### src/rtl/sy_l2_cache_victim_ctrl.sv
// L2 replacement controller: forwards hit updates to the tree-PLRU array and, on a miss,
// looks up the PLRU, picks a victim way (invalid way first), hands it to refill, then marks it MRU.
module sy_l2_cache_victim_ctrl #(
  parameter  int unsigned SET_WTH = 6,
  parameter  int unsigned WAY_NUM = 4,
  localparam int unsigned WAY_WTH = (WAY_NUM > 1) ? $clog2(WAY_NUM) : 1
) (
  input  logic               clk_i,
  input  logic               rst_i,
  input  logic               req_vld_i,
  output logic               req_rdy_o,
  input  logic [SET_WTH-1:0] req_set_i,
  input  logic               req_hit_i,
  input  logic [WAY_WTH-1:0] req_hit_way_i,
  input  logic [WAY_NUM-1:0] req_way_vld_i,
  input  logic [WAY_NUM-1:0] req_way_dirty_i,
  output logic [SET_WTH-1:0] lookup_lru_set_o,
  input  logic [WAY_WTH-1:0] lookup_lru_way_i,
  output logic               update_lru_o,
  output logic [SET_WTH-1:0] update_lru_set_o,
  output logic [WAY_WTH-1:0] update_lru_way_o,
  output logic               vict_vld_o,
  input  logic               vict_rdy_i,
  output logic [SET_WTH-1:0] vict_set_o,
  output logic [WAY_WTH-1:0] vict_way_o,
  output logic               vict_dirty_o,
  output logic               vict_from_lru_o,
  input  logic               refill_done_i,
  output logic [31:0]        hit_cnt_o,
  output logic [31:0]        miss_cnt_o
);

  localparam logic [31:0] CNT_MAX = 32'hFFFF_FFFF;

  typedef enum logic [2:0] {IDLE, LOOKUP, SEL, VICT, REFILL} state_t;

  state_t               state_q, state_d;
  logic [SET_WTH-1:0]   set_q, set_d;
  logic [WAY_NUM-1:0]   vld_q, vld_d;
  logic [WAY_NUM-1:0]   dirty_q, dirty_d;

  logic                 req_rdy_d;
  logic [SET_WTH-1:0]   lookup_set_d;
  logic                 upd_d;
  logic [SET_WTH-1:0]   upd_set_d;
  logic [WAY_WTH-1:0]   upd_way_d;
  logic                 vict_vld_d;
  logic [SET_WTH-1:0]   vict_set_d;
  logic [WAY_WTH-1:0]   vict_way_d;
  logic                 vict_dirty_d;
  logic                 vict_from_lru_d;
  logic [31:0]          hit_cnt_d;
  logic [31:0]          miss_cnt_d;

  logic                 accept;
  logic                 any_inv;
  logic [WAY_WTH-1:0]   lowest_inv;
  logic [WAY_WTH-1:0]   victim;
  logic                 victim_dirty;

  assign accept = req_vld_i & req_rdy_o;

  // Victim choice: lowest-index invalid way beats the PLRU suggestion.
  always_comb begin
    any_inv    = 1'b0;
    lowest_inv = '0;
    for (int i = WAY_NUM - 1; i >= 0; i--) begin
      if (!vld_q[i]) begin
        any_inv    = 1'b1;
        lowest_inv = WAY_WTH'(i);
      end
    end
    if (WAY_NUM == 1) begin
      victim = '0;
    end else begin
      victim = any_inv ? lowest_inv : lookup_lru_way_i;
    end
    victim_dirty = vld_q[victim] & dirty_q[victim];
  end

  // Next-state and next-output logic.
  always_comb begin
    state_d         = state_q;
    set_d           = set_q;
    vld_d           = vld_q;
    dirty_d         = dirty_q;
    upd_d           = 1'b0;
    upd_set_d       = '0;
    upd_way_d       = '0;
    vict_vld_d      = vict_vld_o;
    vict_set_d      = vict_set_o;
    vict_way_d      = vict_way_o;
    vict_dirty_d    = vict_dirty_o;
    vict_from_lru_d = vict_from_lru_o;
    hit_cnt_d       = hit_cnt_o;
    miss_cnt_d      = miss_cnt_o;

    case (state_q)
      IDLE: begin
        if (accept) begin
          if (req_hit_i) begin
            upd_d     = 1'b1;
            upd_set_d = req_set_i;
            upd_way_d = req_hit_way_i;
            hit_cnt_d = (hit_cnt_o == CNT_MAX) ? CNT_MAX : hit_cnt_o + 32'd1;
          end else begin
            set_d      = req_set_i;
            vld_d      = req_way_vld_i;
            dirty_d    = req_way_dirty_i;
            miss_cnt_d = (miss_cnt_o == CNT_MAX) ? CNT_MAX : miss_cnt_o + 32'd1;
            state_d    = LOOKUP;
          end
        end
      end
      LOOKUP: state_d = SEL;
      SEL: begin
        vict_vld_d      = 1'b1;
        vict_set_d      = set_q;
        vict_way_d      = victim;
        vict_dirty_d    = victim_dirty;
        vict_from_lru_d = !any_inv;
        state_d         = VICT;
      end
      VICT: begin
        if (vict_rdy_i) begin
          vict_vld_d = 1'b0;
          state_d    = REFILL;
        end
      end
      REFILL: begin
        if (refill_done_i) begin
          upd_d     = 1'b1;
          upd_set_d = set_q;
          upd_way_d = vict_way_o;
          state_d   = IDLE;
        end
      end
      default: state_d = IDLE;
    endcase

    req_rdy_d    = (state_d == IDLE);
    lookup_set_d = (state_d == IDLE) ? '0 : set_d;
  end

  // State and registered outputs.
  always_ff @(posedge clk_i) begin
    if (rst_i) begin
      state_q          <= IDLE;
      set_q            <= '0;
      vld_q            <= '0;
      dirty_q          <= '0;
      req_rdy_o        <= 1'b1;
      lookup_lru_set_o <= '0;
      update_lru_o     <= 1'b0;
      update_lru_set_o <= '0;
      update_lru_way_o <= '0;
      vict_vld_o       <= 1'b0;
      vict_set_o       <= '0;
      vict_way_o       <= '0;
      vict_dirty_o     <= 1'b0;
      vict_from_lru_o  <= 1'b0;
      hit_cnt_o        <= '0;
      miss_cnt_o       <= '0;
    end else begin
      state_q          <= state_d;
      set_q            <= set_d;
      vld_q            <= vld_d;
      dirty_q          <= dirty_d;
      req_rdy_o        <= req_rdy_d;
      lookup_lru_set_o <= lookup_set_d;
      update_lru_o     <= upd_d;
      update_lru_set_o <= upd_set_d;
      update_lru_way_o <= upd_way_d;
      vict_vld_o       <= vict_vld_d;
      vict_set_o       <= vict_set_d;
      vict_way_o       <= vict_way_d;
      vict_dirty_o     <= vict_dirty_d;
      vict_from_lru_o  <= vict_from_lru_d;
      hit_cnt_o        <= hit_cnt_d;
      miss_cnt_o       <= miss_cnt_d;
    end
  end

endmodule
### config.mk
export PLATFORM = sky130hd
export DESIGN_NAME = sy_l2_cache_victim_ctrl
export DESIGN_NICKNAME = d
export VERILOG_FILES = /design/src/rtl/sy_l2_cache_victim_ctrl.sv
export SDC_FILE = /design/constraint.sdc
export NUM_CORES = 1
export LEC_CHECK = 0
export BUFFER_PORTS_ARGS = -buffer_cell sky130_fd_sc_hd__buf_2
export CORE_ASPECT_RATIO = 1.75
export CORE_UTILIZATION = 45
export CTS_CLUSTER_SIZE = 30
export DETAILED_ROUTE_END_ITERATION = 12
export GPL_ROUTABILITY_DRIVEN = 0
export PLACE_DENSITY_LB_ADDON = 0.3
export SYNTH_ARGS = -nofsm -noshare
export SYNTH_HDL_FRONTEND = slang
export SYNTH_SLANG_ARGS = --single-unit
### constraint.sdc
create_clock -name clk_i -period 4.42 [get_ports clk_i]
set_input_delay 0.663 -clock clk_i [delete_from_list [all_inputs] [get_ports clk_i]]
set_output_delay 0.663 -clock clk_i [all_outputs]
set_load 0.01 [all_outputs]
==> impl_metrics.tcl <==
set metrics [dict create \
    drc 0 \
    rsz0062_at_grt "no" \
    antenna_left 0 \
    async_flop_share_pct 0 \
    drive_above_1_share_pct 22.7 \
    period_share_pct 68.2 \
    min-delay-start "vict_set_o[0]" \
    routed_wl_microns 11700 \
    cts_root_buf "clkbuf_16" \
    arrival_ps 3280 \
    grt_overflow 0 \
    postPlaceCellArea_sq_um 5310 \
    max_freq_mhz 332 \
    cts_buffer_depth 2 \
    drv_slew 0 \
    synth_cells 539 \
    slew_headroom_pct 33.7 \
    drt_iter0_markers 198 \
    grt_max_degree 67 \
    postSynthNetCount 565 \
    cts_tree "done" \
    synth_area_sq_um 4660 \
    place_hpwl_microns 8350 \
    stdcell_count 770 \
    r2r_start "state_q[0]" \
    dr.pass1.iters 4 \
    grt_util_all_layers_pct 22.1 \
    vdd_ir_drop_max_uv 257 \
    required_ps 4680 \
    yosys_warnings 0 \
    seq_area_frac_synth_pct 46.4 \
    finalSetupTns_ps 0 \
    wire_per_inst_microns 15.2 \
    finish.utilization_pct 56.3 \
    layout_common_cells "buf_2, dfxtp_1, a21oi_1, nand2_1, nor2_1" \
    pre_cts_ws_ps 1140 \
    end_kind "flip-flop" \
    crit_start "state_q[0]" \
    p_total_mw 1.97 \
    yosys_most_used_dff "dfxtp_1" \
    worst-setup-path-type "flip-flop to flip-flop" \
    dp.cells 753 \
    post_cts_buffers 0 \
    ys_types 47 \
    portBuffers 114 \
    final_common_cell "buf_2" \
    start_util_pct 46.7 \
    antenna_found_initial 0 \
    row_count 48 \
    final_cell_area_sq_um 5610 \
    setup_violations 0 \
    dieArea_sq_um 10800 \
    numClockSinks 108 \
    cts_resized 0 \
    setup_ws_ps 1410 \
    crit_fanout 21 \
    critPathLaunchType "flip-flop" \
    ys_ff_latch 108 \
    hold_class "flip-flop to flip-flop" \
    synth_edf_count 0 \
    cts_htree_levels 3 \
    p_leak_nw 2.24 \
    pin_count 115 \
    hold_buffers 0 \
    core_area_sq_um 9970 \
    die_h_microns 137 \
    vias_per_cell 5.64 \
    tightest_slew_ps 994 \
    first_global_vias 4043 \
    fin_nets 665 \
    insertion_delay_ps 350 \
    cts_buffers 9 \
    hold_viol 0 \
    grt_pass1_wl_microns 18800 \
    min_period_ps 3010 \
    syn_avg_cell_area_sq_um 8.64 \
    area_growth_pct 20.4 \
    outcome "completed" \
    max_cap_violations 0 \
    vias 4342 \
    path_clk_slew_ps 70 \
    whs_ps 451 \
    pwr_density_cell_nw_per_um2 351 \
    finalClockSkew_ps 6.53 \
    die_w_microns 78.9 \
]
## power breakdown
group	total, mW	internal (mW)	switching, mW
registers	1.02	0.996	0.0212
clock network	0.812	0.443	0.368
logic	0.137	0.0501	0.0873
total	1.97	1.49	0.477
## synthesized netlist by cell type (all sizes together), types with 3 or more instances
library cell  instances  share of area, %
dfxtp               108                46
a21oi                67               7.2
nand2                63               5.1
nor2                 49               3.9
nand3                29               3.1
xor2                 28               5.3
nand4                26               3.5
clkbuf               21               1.7
nor3                 17               2.1
xnor2                17               3.2
mux2i                13               2.8
and3                  9               1.2
buf                   9               1.2
nor4                  9               1.2
a22oi                 8               1.3
a31oi                 8               1.1
and4                  7               1.3
o21bai                5              0.81
or4                   5              0.89
nand2b                4              0.70
a211oi                3              0.48
inv                   3              0.24
o21ai                 3              0.32
or3                   3              0.40
## worst paths after layout
path / slack, ps / cells past startpoint / end
hold reg to reg: 450 / 2 / vict_set_o[0]
setup / recovery: 1410 / 5 / hit_cnt_o[31]
setup reg to reg: 1410 / 5 / hit_cnt_o[31]
hold / removal: 450 / 2 / vict_set_o[0]
## per-layer routing
metal	global-route usage, %	vias to the layer above	share of wire, %
met5	0	-	0
li1	-	2125	-
met1	25.1	2066	40
met2	38.7	131	53
met4	10.4	0	2.6
met3	5.00	20	4.7
## sequential cells by signal, indices dropped and copies added, names as in the netlist, 3 cells and up
name and flops:
set_q 6, update_lru_set_o 6, state_q 3, dirty_q 4, miss_cnt_o 32, lookup_lru_set_o 6
vld_q 4, hit_cnt_o 32, vict_set_o 6
## cell families after synthesis
kind of cell | count (synthesis) | share of synthesized area, %
xor+xnor | 45 | 8.46
mux | 13 | 2.79
buf+inv | 33 | 3.14
simple gates | 235 | 25.8
compound gates | 103 | 12.9
flops | 108 | 46.4
fa+ha+maj | 2 | 0.537
## worst max-delay path, stage by stage (launching register included)
cell and delay, ps:
dfxtp_1 380, or4b_4 640, or4_1 760, nor3_4 320
nand2_1 500, a31oi_1 310
## cell type report
cell class | instances | area [sq um]
Inverter | 3 | 11.3
Multi-Input combinational cell | 398 | 2370
Timing Repair Buffer | 119 | 608
Fill cell | 981 | 4360
Tap cell | 125 | 156
Antenna cell | 1 | 2.50
Clock buffer | 9 | 225
Clock inverter | 7 | 75.1
Sequential cell | 108 | 2160
Power figures use the tool's default switching activity.
